**config.mk**
```make
export PLATFORM = sky130hd
export DESIGN_NAME = inst_bus_router_flat
export DESIGN_NICKNAME = d
export VERILOG_FILES = /design/src/rtl/inst_bus_router_pkg.sv /design/src/rtl/inst_bus_router_if.sv /design/src/rtl/inst_route_fifo.sv /design/src/rtl/inst_bus_router.sv /design/src/flat_wrapper.sv
export SDC_FILE = /design/constraint.sdc
export NUM_CORES = 1
export LEC_CHECK = 0
export BUFFER_PORTS_ARGS = -buffer_cell sky130_fd_sc_hd__buf_2
export CAP_MARGIN = 20
export CORE_AREA = 2 2 104 106
export CTS_CLUSTER_DIAMETER = 120
export DETAILED_ROUTE_END_ITERATION = 12
export DIE_AREA = 0 0 106 108
export GPL_TIMING_DRIVEN = 0
export SETUP_SLACK_MARGIN = 0.3
export SYNTH_ARGS = -nofsm -noshare
export SYNTH_HDL_FRONTEND = slang
export SYNTH_SLANG_ARGS = --single-unit
```
**constraint.sdc**
```tcl
create_clock -name clk -period 7.5 [get_ports clk]
set_clock_uncertainty 0.1 [all_clocks]
set_input_delay 0.75 -clock clk [delete_from_list [all_inputs] [get_ports clk]]
set_output_delay 0.75 -clock clk [all_outputs]
set_load 0.02 [all_outputs]
```
**src/rtl/inst_bus_router_pkg.sv**
```systemverilog
// Shared definitions for the instruction bus router.
// Holds the response-id encoding (slave index or ERR), the address-prefix
// constants of the default memory map and the default decode tables.
package inst_bus_router_pkg;

  localparam int unsigned MAX_SLAVES = 8;

  // Slave indices 0..7 fit in the low bits; ERR sits just above them.
  typedef logic [3:0] rsp_id_t;
  localparam rsp_id_t RSP_ERR = 4'd8;

  localparam logic [31:0] RAM_BASE  = 32'h8000_0000;
  localparam logic [31:0] RAM_MASK  = 32'hF000_0000;
  localparam logic [31:0] BOOT_BASE = 32'hBFC0_0000;
  localparam logic [31:0] BOOT_MASK = 32'hFFF0_0000;

  // Slave 0 = ram, slave 1 = bootrom.
  localparam logic [1:0][31:0] DEF_SLV_BASE = {BOOT_BASE, RAM_BASE};
  localparam logic [1:0][31:0] DEF_SLV_MASK = {BOOT_MASK, RAM_MASK};

endpackage

```
**src/rtl/inst_bus_router_if.sv**
```systemverilog
// Bundle of the CPU fetch port and the per-slave instruction ports.
// Modports:
//   slave  - router view (accepts CPU fetches, issues slave requests)
//   master - environment view (CPU plus instruction slaves)
interface inst_bus_router_if #(
  parameter int unsigned NUM_SLAVES = 2,
  parameter int unsigned ADDR_W     = 32,
  parameter int unsigned DATA_W     = 32
);
  logic                                     cpu_req;
  logic [ADDR_W-1:0]                        cpu_addr;
  logic                                     cpu_ready;
  logic                                     cpu_flush;
  logic                                     cpu_rvalid;
  logic [2*DATA_W-1:0]                      cpu_rdata;
  logic                                     cpu_rerr;
  logic [NUM_SLAVES-1:0]                    slv_req;
  logic [ADDR_W-1:0]                        slv_addr;
  logic [NUM_SLAVES-1:0]                    slv_ready;
  logic [NUM_SLAVES-1:0]                    slv_rvalid;
  logic [NUM_SLAVES-1:0][2*DATA_W-1:0]      slv_rdata;

  modport slave (
    input  cpu_req, cpu_addr, cpu_flush, slv_ready, slv_rvalid, slv_rdata,
    output cpu_ready, cpu_rvalid, cpu_rdata, cpu_rerr, slv_req, slv_addr
  );

  modport master (
    output cpu_req, cpu_addr, cpu_flush, slv_ready, slv_rvalid, slv_rdata,
    input  cpu_ready, cpu_rvalid, cpu_rdata, cpu_rerr, slv_req, slv_addr
  );
endinterface

```
**src/rtl/inst_route_fifo.sv**
```systemverilog
// Response-routing FIFO: records which slave (or ERR) owes each outstanding
// response, plus a discard bit that mark_all sets on every entry at once.
// Ports: clk, rst_n, push/push_id, pop, mark_all in; head_id, head_discard,
// tail_id (youngest entry), count, empty, full out.
module inst_route_fifo
  import inst_bus_router_pkg::*;
#(
  parameter int unsigned DEPTH = 4
) (
  input  logic                       clk,
  input  logic                       rst_n,
  input  logic                       push,
  input  rsp_id_t                    push_id,
  input  logic                       pop,
  input  logic                       mark_all,
  output rsp_id_t                    head_id,
  output logic                       head_discard,
  output rsp_id_t                    tail_id,
  output logic [$clog2(DEPTH):0]     count,
  output logic                       empty,
  output logic                       full
);
  localparam int unsigned PW = $clog2(DEPTH);
  localparam int unsigned CW = PW + 1;

  rsp_id_t [DEPTH-1:0] id_mem;
  logic    [DEPTH-1:0] discard;
  logic    [PW-1:0]    wr_ptr;
  logic    [PW-1:0]    rd_ptr;

  assign head_id      = id_mem[rd_ptr];
  assign head_discard = discard[rd_ptr];
  assign tail_id      = id_mem[wr_ptr - 1'b1];
  assign empty        = (count == '0);
  assign full         = (count == CW'(DEPTH));

  always_ff @(posedge clk or negedge rst_n) begin
    if (!rst_n) begin
      id_mem  <= '0;
      discard <= '0;
      wr_ptr  <= '0;
      rd_ptr  <= '0;
      count   <= '0;
    end else begin
      if (push) begin
        id_mem[wr_ptr] <= push_id;
        wr_ptr         <= wr_ptr + 1'b1;
      end
      if (pop) rd_ptr <= rd_ptr + 1'b1;
      // Marking free slots is harmless: a push always clears its own slot.
      for (int unsigned i = 0; i < DEPTH; i++) begin
        if (push && (wr_ptr == PW'(i))) discard[i] <= 1'b0;
        else if (mark_all)              discard[i] <= 1'b1;
      end
      case ({push, pop})
        2'b10:   count <= count + 1'b1;
        2'b01:   count <= count - 1'b1;
        default: count <= count;
      endcase
    end
  end
endmodule

```
**src/rtl/inst_bus_router.sv**
```systemverilog
// Instruction fetch router: decodes CPU fetches onto one of NUM_SLAVES
// instruction slaves, returns in-order responses, answers unmapped fetches
// with an error response, and drops responses owed before a flush.
// Ports: clk, rst_n (async, active-low), bus (slave modport of
// inst_bus_router_if carrying the cpu_* and slv_* signals).
module inst_bus_router
  import inst_bus_router_pkg::*;
#(
  parameter int unsigned NUM_SLAVES = 2,
  parameter int unsigned ADDR_W     = 32,
  parameter int unsigned DATA_W     = 32,
  parameter int unsigned DEPTH      = 4,
  parameter logic [NUM_SLAVES-1:0][ADDR_W-1:0] SLV_BASE = DEF_SLV_BASE,
  parameter logic [NUM_SLAVES-1:0][ADDR_W-1:0] SLV_MASK = DEF_SLV_MASK
) (
  input  logic              clk,
  input  logic              rst_n,
  inst_bus_router_if.slave  bus
);
  logic [NUM_SLAVES-1:0]  hit_vec;
  logic                   mapped;
  rsp_id_t                hit_id;
  logic [ADDR_W-1:0]      sel_mask;
  logic                   block;
  logic                   push;
  logic                   pop;
  rsp_id_t                head_id;
  rsp_id_t                tail_id;
  logic                   head_discard;
  logic                   empty;
  logic                   full;
  logic [$clog2(DEPTH):0] count;
  logic [NUM_SLAVES-1:0]  head_vec;
  logic                   head_is_err;
  logic                   head_rvalid;
  logic [2*DATA_W-1:0]    head_rdata;
  logic                   deliver;
  logic                   proto_err;

  // Lowest-index hit wins.
  always_comb begin
    hit_vec  = '0;
    mapped   = 1'b0;
    hit_id   = '0;
    sel_mask = '0;
    for (int unsigned i = 0; i < NUM_SLAVES; i++) begin
      if (!mapped && ((bus.cpu_addr & SLV_MASK[i]) == SLV_BASE[i])) begin
        mapped     = 1'b1;
        hit_vec[i] = 1'b1;
        hit_id     = rsp_id_t'(i);
        sel_mask   = SLV_MASK[i];
      end
    end
  end

  // Responses from different slaves could overtake each other, so a switch
  // of target waits for the FIFO to drain.
  assign block = mapped && !empty && (tail_id != hit_id);

  always_comb begin
    bus.cpu_ready = rst_n && !full && !bus.cpu_flush &&
                    (!mapped || ((|(hit_vec & bus.slv_ready)) && !block));
    bus.slv_req   = (rst_n && bus.cpu_req && !bus.cpu_flush && !full && !block)
                    ? hit_vec : '0;
    bus.slv_addr  = (bus.cpu_addr & ~sel_mask) >> 2;
  end

  assign push = bus.cpu_req && bus.cpu_ready;

  inst_route_fifo #(.DEPTH(DEPTH)) u_fifo (
    .clk          (clk),
    .rst_n        (rst_n),
    .push         (push),
    .push_id      (mapped ? hit_id : RSP_ERR),
    .pop          (pop),
    .mark_all     (bus.cpu_flush),
    .head_id      (head_id),
    .head_discard (head_discard),
    .tail_id      (tail_id),
    .count        (count),
    .empty        (empty),
    .full         (full)
  );

  always_comb begin
    head_vec   = '0;
    head_rdata = '0;
    for (int unsigned i = 0; i < NUM_SLAVES; i++) begin
      if (head_id == rsp_id_t'(i)) begin
        head_vec[i] = 1'b1;
        head_rdata  = bus.slv_rdata[i];
      end
    end
  end

  assign head_is_err = (head_id == RSP_ERR);
  assign head_rvalid = |(head_vec & bus.slv_rvalid);
  assign pop         = !empty && (head_is_err || head_rvalid);
  // A pop coinciding with a flush still retires the entry but stays silent.
  assign deliver     = pop && !head_discard && !bus.cpu_flush;

  always_comb begin
    bus.cpu_rvalid = deliver;
    bus.cpu_rerr   = deliver && head_is_err;
    bus.cpu_rdata  = (deliver && !head_is_err) ? head_rdata : '0;
  end

  // Any response not owed by the head slave is dropped and remembered.
  always_ff @(posedge clk or negedge rst_n) begin
    if (!rst_n)                                          proto_err <= 1'b0;
    else if (|(bus.slv_rvalid & ~(empty ? '0 : head_vec))) proto_err <= 1'b1;
  end

`ifndef SYNTHESIS
  a_proto_sticky: assert property (@(posedge clk) disable iff (!rst_n)
    proto_err |=> proto_err);
  a_count_bound: assert property (@(posedge clk) disable iff (!rst_n)
    count <= ($clog2(DEPTH)+1)'(DEPTH));
`endif
endmodule

```
**src/flat_wrapper.sv**
```systemverilog
// flat-port wrapper written by rule: the top's interface ports become plain ports
module inst_bus_router_flat import inst_bus_router_pkg::*;
#(
  parameter int unsigned NUM_SLAVES = 2,
  parameter int unsigned ADDR_W     = 32,
  parameter int unsigned DATA_W     = 32,
  parameter int unsigned DEPTH      = 4,
  parameter logic [NUM_SLAVES-1:0][ADDR_W-1:0] SLV_BASE = DEF_SLV_BASE,
  parameter logic [NUM_SLAVES-1:0][ADDR_W-1:0] SLV_MASK = DEF_SLV_MASK
)
  (clk, rst_n, bus_cpu_req, bus_cpu_addr, bus_cpu_flush, bus_slv_ready, bus_slv_rvalid, bus_slv_rdata, bus_cpu_ready, bus_cpu_rvalid, bus_cpu_rdata, bus_cpu_rerr, bus_slv_req, bus_slv_addr);
  inst_bus_router_if #(.NUM_SLAVES(NUM_SLAVES), .ADDR_W(ADDR_W), .DATA_W(DATA_W)) bus_i ();
  input  logic clk;
  input  logic rst_n;
  input wire logic [$bits(bus_i.cpu_req)-1:0] bus_cpu_req;
  input wire logic [$bits(bus_i.cpu_addr)-1:0] bus_cpu_addr;
  input wire logic [$bits(bus_i.cpu_flush)-1:0] bus_cpu_flush;
  input wire logic [$bits(bus_i.slv_ready)-1:0] bus_slv_ready;
  input wire logic [$bits(bus_i.slv_rvalid)-1:0] bus_slv_rvalid;
  input wire logic [$bits(bus_i.slv_rdata)-1:0] bus_slv_rdata;
  output wire logic [$bits(bus_i.cpu_ready)-1:0] bus_cpu_ready;
  output wire logic [$bits(bus_i.cpu_rvalid)-1:0] bus_cpu_rvalid;
  output wire logic [$bits(bus_i.cpu_rdata)-1:0] bus_cpu_rdata;
  output wire logic [$bits(bus_i.cpu_rerr)-1:0] bus_cpu_rerr;
  output wire logic [$bits(bus_i.slv_req)-1:0] bus_slv_req;
  output wire logic [$bits(bus_i.slv_addr)-1:0] bus_slv_addr;
  assign bus_i.cpu_req = bus_cpu_req;
  assign bus_i.cpu_addr = bus_cpu_addr;
  assign bus_i.cpu_flush = bus_cpu_flush;
  assign bus_i.slv_ready = bus_slv_ready;
  assign bus_i.slv_rvalid = bus_slv_rvalid;
  assign bus_i.slv_rdata = bus_slv_rdata;
  assign bus_cpu_ready = bus_i.cpu_ready;
  assign bus_cpu_rvalid = bus_i.cpu_rvalid;
  assign bus_cpu_rdata = bus_i.cpu_rdata;
  assign bus_cpu_rerr = bus_i.cpu_rerr;
  assign bus_slv_req = bus_i.slv_req;
  assign bus_slv_addr = bus_i.slv_addr;
  inst_bus_router #(.NUM_SLAVES(NUM_SLAVES), .ADDR_W(ADDR_W), .DATA_W(DATA_W), .DEPTH(DEPTH), .SLV_BASE(SLV_BASE), .SLV_MASK(SLV_MASK)) u_core (.clk(clk), .rst_n(rst_n), .bus(bus_i));
endmodule
```
==> results.yml, run 1 <==
status:
  outcome: "complete, no violations"
global_routing:
  grtUsageTotal_pct: 17.2
  via_count_of_the_first_global_routing_pass: 3206
  antenna_found_initial: 3
  wire_length_of_the_first_global_routing_pass_um: 15800
  overflow: 0
  largest_net_degree_at_the_start_of_global_routing: 23
clocking:
  postCtsSetupRepairBufs: 0
  insertion_delay_of_the_later_clocked_pin_in_the_worst_skew_pair_ps: 270
  postCtsHoldBufs: 0
  cts.sinks: 19
  post_cts.resized_instances: 0
  clk_slew_on_worst_s_h_paths_ps: 80
  cts_htree_levels: 1
  clockRootBuffer: "sky130_fd_sc_hd__clkbuf_8"
  tritoncts.num_buffers: 3
  cts_tree: "built"
  clock_path_buffers: 2
setup_path:
  cpPeakStageDelay_ps: 520
  r2r_start: "u_core.u_fifo.wr_ptr[0]$_DFFE_PN0P_"
  critical_path.cell_chain: "clkbuf_1, mux2_2, o21ai_0, clkbuf_1, clkbuf_1, nand2_1, a21oi_2, buf_2"
  cpMaxStageDelayCell: "sky130_fd_sc_hd__clkbuf_1"
  cp_max_fo: 10
  kind_of_end_point_of_the_critical_path: "primary output"
  worst_path_most_repeated_cell: "sky130_fd_sc_hd__clkbuf_1"
  cp_num_cells: 8
  endpoint: "bus_cpu_rdata[25]"
  critical_path_required_ps: 6650
  worst_r2r_endpoint: "u_core.u_fifo.count[2]$_DFFE_PN0P_"
  critical_path_buf_inv_count: 4
  class_of_the_most_critical_setup_path: "flop to primary output"
  cp-startpoint: "u_core.u_fifo.rd_ptr[1]$_DFFE_PN0P_"
  worst_setup_path_start_kind: "flop"
  worst_reg2reg_setup_slack_ps: 3970
  worst_reg_to_reg_path_cell_count: 12
  worstPathArrival_ps: 2910
  critical_path.top_delay_family: "buffers and inverters"
timing:
  slew_violations: 0
  worst_hold_slack_across_all_endpoints_ps: 334
  worst-slew-pin-transition_ps: 763
  slew_headroom_pct: 48.7
  period_share_pct: 50.2
  setup_viol: 0
  setup_repair_after_global_routing_missed_its_margin: "false"
  fmax_ghz: 0.266
  fin_tns_setup_ps: 0
  fin_crit_ps: 3760
  hold_viol_final: 0
route:
  detailedRoute.firstPassIterationCount: 4
  drt_iter0_drc: 196
  totalWireLength_um: 10800
  wl_cell_um: 14.5
  via_count: 3375
  drt_via_density: 4.52
  route.antenna.remaining_nets: 0
  remaining_drc_errors: 0
logic_synthesis:
  synth-async-reset-ratio_pct: 100
  number_of_warnings_printed_during_yosys_synthesis: 0
  synth_sequential_area_ratio_pct: 17.8
  seq_cells_post_synth: 19
  synthesis.instances: 358
  ys.flop_type: "sky130_fd_sc_hd__dfrtp_1"
  synthDistinctLibCells: 43
  syn_avg_cell_area_um2: 7.47
  netlist_area_um2: 2670
  synth_edf_count: 0
placed_design:
  placed_cells_incl_taps: 741
  buffer_ports.inserted: 246
  dp_hpwl_um: 9220
  place_congestion: 0.802
die:
  placementRows: 37
  die_area_um2: 11400
  core_area_um2: 10200
  dieHeight_um: 108
  die_x_extent_um: 106
  io_pins: 269
  start_util_pct: 26.1
worst_hold_path:
  hold_class: "primary input to async pin"
layout:
  post_layout_nonfiller_instances: 746
  utilization_pct: 40.3
  drive_above_1_share_pct: 57.6
  areaGrowthSynthToFinish_pct: 54.4
  finalNetCount: 784
job:
  max_cap_viols: 0
power:
  power-per-cell-area_nw_per_um2: 185
  worst_vdd_ir_mv: 0.140
  leakage_nw: 2.12
[cell usage after synthesis (all sizes together), types with 2 or more instances]
cell type	count	area, µm²
nand4	5	31.3
a22o	5	45.0
mux4	5	113
nor2	4	15.0
or3	2	12.5
nand4b	2	17.5
o21ai	5	25.0
xnor2	3	26.3
nor3	3	15.0
ha	5	62.6
o22a	4	35.0
a21oi	66	559
clkbuf	19	71.3
nand3b	2	15.0
dfrtp	19	475
and2	2	12.5
xor2	3	26.3
buf	29	240
and3	2	12.5
nor2b	7	43.8
nand3	2	10.0
inv	9	33.8
nand2	130	488
mux2	2	26.3
mux2i	10	100
[layout make-up]
| cell class | count | area [µm²] |
|---|---|---|
| diodes | 1 | 2.50 |
| plain buffers | 48 | 312 |
| clock buffers | 3 | 41.3 |
| clock inverters | 1 | 5.00 |
| fillers | 1089 | 6100 |
| inverters | 9 | 33.8 |
| multi-input cells | 283 | 1860 |
| flip-flops and latches | 19 | 475 |
| well taps | 136 | 170 |
| repair buffers | 246 | 1230 |
[worst min path at each step]
| stage | start | to | slack [ps] | depth (start not counted) |
|---|---|---|---|---|
| after floorplan | rst_n | u_core.u_fifo.count[0]$_DFFE_PN0P_ | 350 | 0 |
| after global placement | u_core.u_fifo.discard[0]$_DFFE_PN0P_ | u_core.u_fifo.discard[0]$_DFFE_PN0P_ | 380 | 1 |
| after detailed placement | u_core.u_fifo.discard[3]$_DFFE_PN0P_ | u_core.u_fifo.discard[3]$_DFFE_PN0P_ | 390 | 1 |
| after CTS | rst_n | u_core.u_fifo.wr_ptr[0]$_DFFE_PN0P_ | 350 | 1 |
| after global routing | rst_n | u_core.u_fifo.wr_ptr[0]$_DFFE_PN0P_ | 390 | 1 |
| final | rst_n | u_core.u_fifo.wr_ptr[0]$_DFFE_PN0P_ | 330 | 1 |
[sequential cells by signal, summed over array words and instances, names as in the netlist]
name	count
u_core.u_fifo.id_mem	8
u_core.u_fifo.discard	4
u_core.u_fifo.count	3
u_core.u_fifo.rd_ptr	2
u_core.u_fifo.wr_ptr	2
[layer usage]
layer	vias up	wire length (µm)	track usage (%)
li1	1685	-	-
met1	1531	4310	20.8
met2	139	5530	31.5
met3	16	750	2.95
met4	4	179	4.32
met5	-	26	0
[cell usage in the layout (no fill, tap or decap), types with 5 or more instances in the layout]
master | netlist | routed
sky130_fd_sc_hd__buf_2 | 0 | 246
sky130_fd_sc_hd__nand2_1 | 130 | 130
sky130_fd_sc_hd__a21oi_2 | 61 | 61
sky130_fd_sc_hd__buf_4 | 21 | 21
sky130_fd_sc_hd__clkbuf_1 | 19 | 19
sky130_fd_sc_hd__dfrtp_1 | 19 | 19
sky130_fd_sc_hd__mux2i_1 | 10 | 10
sky130_fd_sc_hd__inv_1 | 9 | 9
sky130_fd_sc_hd__buf_6 | 7 | 7
sky130_fd_sc_hd__nor2b_1 | 7 | 7
sky130_fd_sc_hd__mux4_2 | 5 | 5
sky130_fd_sc_hd__o21ai_0 | 5 | 5
sky130_fd_sc_hd__nand4_1 | 5 | 5
sky130_fd_sc_hd__a21oi_1 | 5 | 5
sky130_fd_sc_hd__ha_1 | 5 | 5
[power breakdown]
group / internal (mW) / switching [mW] / total, mW
Clock: 0.0371 / 0.0389 / 0.0760
Combinational: 0.216 / 0.300 / 0.516
Sequential: 0.139 / 0.0319 / 0.171
Total: 0.392 / 0.371 / 0.763
[cells by family after synthesis]
logic type | after synthesis | share of synthesized area [%]
buffers and inverters | 57 | 12.9
muxes | 17 | 8.94
AOI/OAI and AO/OA | 84 | 27.1
xor gates and xnor gates | 6 | 1.97
DFF | 19 | 17.8
other | 1 | 0.140
adders and majority gates | 6 | 3.09
and+or+nand+nor | 168 | 28.1
[per-stage QoR]
step / worst slack (ps) / cell area [µm²] / power (mW)
global route: 3480 / 4130 / 0.827
global placement: 3740 / 4080 / 0.673
CTS: 3660 / 4120 / 0.766
detailed placement: 3690 / 4080 / 0.690
floorplan: 4020 / 2680 / 0.548
finish: 3740 / 4130 / 0.763
Power figures use the tool's default switching activity.
==> run 2, diff against run 1 <==
- CORE_AREA: 2 2 104 106 -> 2 2 105 107
- DIE_AREA: 0 0 106 108 -> 0 0 107 109
- clock period: 7.5 -> 3.6 ns (I/O delays scaled with it)
==> run 2 against run 1 <==
Net effect:
- flip-flop and latch count is the same
- final cell count grew 0.67%
- critical endpoint is now bus_cpu_ready
- global-route usage shrank 1.7 points
- highest routed layer is now met4
- largest cell class unchanged
- die area grew 1.9%
==> results.yml, run 2 (synthesized netlist as in run 1, its figures left out) <==
setup_path:
  cpMaxStageDelayCell: "sky130_fd_sc_hd__o31ai_4"
  critical_path_required_ps: 3140
  critical_path_buf_inv_count: 2
  worst_setup_path_start_kind: "flop"
  kind_of_end_point_of_the_critical_path: "primary output"
  endpoint: "bus_cpu_ready"
  cpPeakStageDelay_ps: 460
  cp_max_fo: 9
  cp-startpoint: "u_core.u_fifo.wr_ptr[0]$_DFFE_PN0P_"
  critical_path.cell_chain: "inv_1, ha_1, mux4_2, o31a_1, o31ai_4, a21oi_1, nor4bb_1, buf_2"
  cp_num_cells: 8
  critical_path.top_delay_family: "compound AO/OA/AOI/OAI gates"
  worst_reg_to_reg_path_cell_count: 12
  worst_reg2reg_setup_slack_ps: 500
  worst_r2r_endpoint: "u_core.u_fifo.count[2]$_DFFE_PN0P_"
  worstPathArrival_ps: 2720
  r2r_start: "u_core.u_fifo.wr_ptr[0]$_DFFE_PN0P_"
  class_of_the_most_critical_setup_path: "flop to primary output"
layout:
  layout_commonest_cell: "sky130_fd_sc_hd__buf_2"
  largest_reg_flops: 8
  layout_top_registers: "u_core.u_fifo.id_mem: 8 flops, u_core.u_fifo.discard: 4 flops, u_core.u_fifo.count: 3 flops"
  finalNetCount: 786
  areaGrowthSynthToFinish_pct: 55.5
  drive_above_1_share_pct: 58.8
  antenna_cells: 0
  n_fill_cell: 1125
  utilization_pct: 39.2
  regMostFlops: "u_core.u_fifo.id_mem"
  final_cell_mix: "sky130_fd_sc_hd__buf_2 (246), sky130_fd_sc_hd__nand2_1 (130), sky130_fd_sc_hd__a21oi_2 (61)"
power:
  comb_power_share_pct: 68.0
  share_seq_of_total_power_pct: 22.6
  worst_vdd_ir_mv: 0.323
  p_sw_share_pct: 48.3
  intPower_mw: 0.817
  switching_power_mw: 0.763
  clock_power_share_pct: 9.4
  leakage_nw: 2.14
  power-per-cell-area_nw_per_um2: 380
die:
  core_area_um2: 10600
  io_pins: 269
  die_x_extent_um: 107
  dieHeight_um: 109
  start_util_pct: 25.2
  placementRows: 38
  die_area_um2: 11700
timing:
  setup_viol: 0
  worst_hold_slack_across_all_endpoints_ps: 374
  fin_crit_ps: 3180
  hold_viol_final: 0
  worst-slew-pin-transition_ps: 789
  fmax_ghz: 0.314
  setup_repair_after_global_routing_missed_its_margin: "true"
  slew_violations: 0
  period_share_pct: 88.4
  slew_headroom_pct: 47.0
  fin_tns_setup_ps: 0
worst_hold_path:
  hold_class: "primary input to flop"
global_routing:
  wire_length_of_the_first_global_routing_pass_um: 14600
  antenna_found_initial: 0
  via_count_of_the_first_global_routing_pass: 2963
  largest_net_degree_at_the_start_of_global_routing: 23
  overflow: 0
  grtUsageTotal_pct: 15.4
placed_design:
  dp_hpwl_um: 8590
  buffer_ports.inserted: 246
  place_congestion: 0.792
clocking:
  clk_slew_on_worst_s_h_paths_ps: 60
  cts_tree: "built"
  cts.sinks: 19
  clock_path_buffers: 2
  insertion_delay_of_the_later_clocked_pin_in_the_worst_skew_pair_ps: 260
  tritoncts.num_buffers: 3
  clockRootBuffer: "sky130_fd_sc_hd__clkbuf_8"
  cts_htree_levels: 1
route:
  remaining_drc_errors: 0
  via_count: 3370
  wl_cell_um: 13.5
  drt_via_density: 4.49
  drt_iter0_drc: 192
  route.antenna.remaining_nets: 0
  detailedRoute.firstPassIterationCount: 5
  totalWireLength_um: 10200
status:
  outcome: "complete, no violations"
job:
  max_cap_viols: 0
-- run 2: changes by cell type in the layout (fill, tap and decap cells not counted) --
cell / delta
sky130_fd_sc_hd__clkbuf_1: -6
sky130_fd_sc_hd__clkbuf_2: +6
sky130_fd_sc_hd__buf_4: +1
sky130_fd_sc_hd__dfrtp_1: -1
sky130_fd_sc_hd__dfrtp_2: +1
sky130_fd_sc_hd__diode_2: -1
sky130_fd_sc_hd__dlygate4sd3_1: +1
-- run 2: power by group through the flow --
| stage | combinational [mW] | sequential (mW) | clock (mW) |
|---|---|---|---|
| finish | 1.07 | 0.357 | 0.148 |
| global route | 1.18 | 0.366 | 0.162 |
| CTS | 1.08 | 0.356 | 0.155 |
| detailed placement | 1.07 | 0.360 | 0 |
| global placement | 1.05 | 0.355 | 0 |
| floorplan | 0.802 | 0.339 | 0 |
-- run 2: how the worst min path moves through the flow --
stage | startpoint | end | slack, ps | depth (start not counted)
floorplan | rst_n | u_core.u_fifo.count[0]$_DFFE_PN0P_ | -40 | 0
global route | bus_cpu_flush | u_core.u_fifo.discard[1]$_DFFE_PN0P_ | 380 | 2
CTS | bus_cpu_flush | u_core.u_fifo.discard[1]$_DFFE_PN0P_ | 370 | 2
detailed placement | rst_n | u_core.u_fifo.id_mem[8]$_DFFE_PN0P_ | 240 | 1
global placement | rst_n | u_core.u_fifo.id_mem[8]$_DFFE_PN0P_ | 240 | 1
finish | bus_cpu_flush | u_core.u_fifo.discard[1]$_DFFE_PN0P_ | 370 | 2
-- run 2: worst register-to-register path: cells and delay by family (launching register included) --
kind                     cells  cell delay, ps
adder cells (fa/ha/maj)      3             980
flip-flops                   1             430
multiplexers                 1             370
AO/OA/AOI/OAI                2             370
AND/OR/NAND/NOR              2             320
XOR/XNOR                     2             310
buffers and inverters        2             150
-- run 2: layout make-up --
cell class	instances	area (µm²)	share of cell area (%)
multi-input combinational	283	1860	44.7
clock buffer	3	41.3	0.994
inverter	9	33.8	0.813
tap	140	175	4.22
clock inverter	1	5.00	0.120
sequential	19	477	11.5
timing repair buffer	248	1250	30.1
buffer	48	319	7.68
-- run 2: stage by stage --
stage	cells	cell area, µm²	total power, mW	setup slack [ps]
after floorplan	359	2680	1.14	421
after global placement	745	4080	1.40	149
after detailed placement	745	4080	1.43	115
after CTS	751	4150	1.59	250
after global routing	751	4160	1.71	217
final	751	4160	1.58	416
-- run 2: what timing repair did --
item / CTS / global route
hold buffers: 1 / 0
resized for setup: 1 / 11
endpoints found under the setup margin: 53 / 43
pin swaps: 1 / 2
hold endpoints to repair: 19 / 0
buffers inserted: 1 / 0
-- run 2: layer usage --
layer	part of all wire (%)	track usage [%]	vias up	routed length, µm
met3	5.6	2.15	8	570
li1	-	-	1690	-
met2	51	27.1	121	5210
met5	0	0	-	0
met4	0.86	2.88	0	87
met1	42	20.4	1551	4290
==> run 3, diff against run 2 <==
==> constraint.sdc (replaced) <==
create_clock -name clk -period 3.6 [get_ports clk]
set_clock_uncertainty 0.1 [all_clocks]
set_input_delay 0.72 -clock clk [delete_from_list [all_inputs] [get_ports clk]]
set_output_delay 0.72 -clock clk [all_outputs]
set_load 0.02 [all_outputs]
==> run 3 against run 2 <==
Net effect:
- die area unchanged
- utilization is 2.4 points higher
- fmax fell by 1.5%
- routed wire length is 0.42% higher
- flip-flop and latch count is the same
- global-route usage down 0.15 points
- largest cell class unchanged
- cell area increased by 6.1%
- largest power group unchanged
- critical path depth increased by 1
- critical endpoint is now bus_cpu_rdata[8]
==> results.yml, run 3 (synthesized netlist as in run 1, its figures left out) <==
placed_design:
  dp_hpwl_um: 8320
  placed_cells_incl_taps: 745
  buffer_ports.inserted: 246
  place_congestion: 0.757
setup_path:
  cp_max_fo: 10
  kind_of_end_point_of_the_critical_path: "primary output"
  worst_reg_to_reg_path_cell_count: 13
  worstPathArrival_ps: 2410
  critical_path_required_ps: 2780
  class_of_the_most_critical_setup_path: "flop to primary output"
  worst_r2r_endpoint: "u_core.u_fifo.count[2]$_DFFE_PN0P_"
  worst_reg2reg_setup_slack_ps: 540
  r2r_start: "u_core.u_fifo.wr_ptr[0]$_DFFE_PN0P_"
  worst_setup_path_start_kind: "flop"
power:
  worst_vdd_ir_mv: 0.506
  power-per-cell-area_nw_per_um2: 396
  leakage_nw: 2.20
clocking:
  cts_htree_levels: 1
  insertion_delay_of_the_later_clocked_pin_in_the_worst_skew_pair_ps: 250
  cts.sinks: 19
  tritoncts.num_buffers: 3
  cts_tree: "built"
  clock_path_buffers: 2
  clockRootBuffer: "sky130_fd_sc_hd__clkbuf_8"
  clk_slew_on_worst_s_h_paths_ps: 70
timing:
  worst_hold_slack_across_all_endpoints_ps: 320
  slew_headroom_pct: 51.4
  setup_repair_after_global_routing_missed_its_margin: "true"
  period_share_pct: 89.8
  worst-slew-pin-transition_ps: 723
  fin_crit_ps: 3230
  hold_viol_final: 0
  slew_violations: 0
  setup_viol: 0
  fmax_ghz: 0.309
  fin_tns_setup_ps: 0
route:
  wl_cell_um: 13.5
  drt_iter0_drc: 197
  totalWireLength_um: 10200
  remaining_drc_errors: 0
  drt_via_density: 4.49
  via_count: 3407
  route.antenna.remaining_nets: 0
  detailedRoute.firstPassIterationCount: 4
die:
  io_pins: 269
  placementRows: 38
  dieHeight_um: 109
  start_util_pct: 25.2
  core_area_um2: 10600
  die_area_um2: 11700
  die_x_extent_um: 107
worst_hold_path:
  hold_class: "primary input to async pin"
global_routing:
  use_met2_pct: 26.1
  wire_length_of_the_first_global_routing_pass_um: 14600
  busiest_layer: "met2"
  largest_net_degree_at_the_start_of_global_routing: 23
  grt_util_met1_pct: 21.3
  antenna_found_initial: 0
  overflow: 0
  gr-usage-met3_pct: 1.49
  grtUsageTotal_pct: 15.3
  via_count_of_the_first_global_routing_pass: 3016
layout:
  final_cell_mix: "sky130_fd_sc_hd__buf_2 (192), sky130_fd_sc_hd__nand2_1 (130), sky130_fd_sc_hd__buf_4 (85)"
  regMostFlops: "u_core.u_fifo.id_mem"
  areaGrowthSynthToFinish_pct: 65.0
  largest_reg_flops: 8
  antenna_cells: 0
  layout_commonest_cell: "sky130_fd_sc_hd__buf_2"
  layout_top_registers: "u_core.u_fifo.id_mem: 8 flops, u_core.u_fifo.discard: 4 flops, u_core.u_fifo.count: 3 flops"
  post_layout_nonfiller_instances: 759
  finalNetCount: 794
  drive_above_1_share_pct: 60.4
status:
  outcome: "complete, no violations"
job:
  max_cap_viols: 0
==> run 3: worst max-delay path, cell delays in order (launching register included) <==
cell                       delay, ps
sky130_fd_sc_hd__dfrtp_1         350
sky130_fd_sc_hd__buf_6           130
sky130_fd_sc_hd__mux4_2          540
sky130_fd_sc_hd__nand3b_1        230
sky130_fd_sc_hd__a21oi_4         180
sky130_fd_sc_hd__nand3b_1        100
sky130_fd_sc_hd__buf_6           170
sky130_fd_sc_hd__buf_6           160
sky130_fd_sc_hd__a21oi_4         140
sky130_fd_sc_hd__buf_4           160
==> run 3: power breakdown <==
part           total (mW)  internal, mW  switching, mW
Clock               0.147        0.0785         0.0687
Combinational        1.25         0.574          0.681
Sequential          0.343         0.291         0.0525
==> run 3: worst max-delay path by stage <==
stage                                        startpoint                            endpoint  slack [ps]
floorplan           u_core.u_fifo.wr_ptr[0]$_DFFE_PN0P_                       bus_cpu_ready         330
global placement                       bus_cpu_addr[30]  u_core.u_fifo.count[2]$_DFFE_PN0P_        -120
detailed placement                     bus_cpu_addr[30]  u_core.u_fifo.count[2]$_DFFE_PN0P_        -160
CTS                 u_core.u_fifo.rd_ptr[0]$_DFFE_PN0P_                    bus_cpu_rdata[8]         320
global route        u_core.u_fifo.rd_ptr[0]$_DFFE_PN0P_                    bus_cpu_rdata[9]         240
finish              u_core.u_fifo.rd_ptr[0]$_DFFE_PN0P_                    bus_cpu_rdata[8]         370
==> run 3: metal layers <==
layer,part of all wire [%],vias to the layer above,wire length [µm]
li1,-,1705,-
met1,42,1551,4280
met2,50,143,5140
met3,6.8,8,697
met4,0.83,0,85
met5,0,-,0
==> run 3: through the flow <==
step | utilization [%] | instance area [µm²] | setup WS, ps | total power, mW
floorplan | - | 2680 | 326 | 1.14
global placement | 38.6 | 4090 | -115 | 1.41
detailed placement | 38.6 | 4090 | -160 | 1.43
CTS | 40.0 | 4240 | 325 | 1.71
global route | 41.6 | 4410 | 245 | 1.89
finish | 41.6 | 4410 | 368 | 1.75
==> run 3: area by class of cell <==
| type | instances | area [µm²] |
|---|---|---|
| clock buffers | 4 | 45.0 |
| well taps | 140 | 175 |
| flip-flops and latches | 19 | 477 |
| repair buffers | 256 | 1440 |
| plain buffers | 48 | 328 |
| fillers | 1111 | 6190 |
| multi-input cells | 283 | 1910 |
| inverters | 9 | 33.8 |
==> run 3: what timing repair did <==
action	4_1_cts	5_1_grt
hold buffers	0	0
setup endpoints to repair	72	62
buffers inserted	8	2
cloned	0	0
gates resized for setup	16	57
pin swaps	4	1
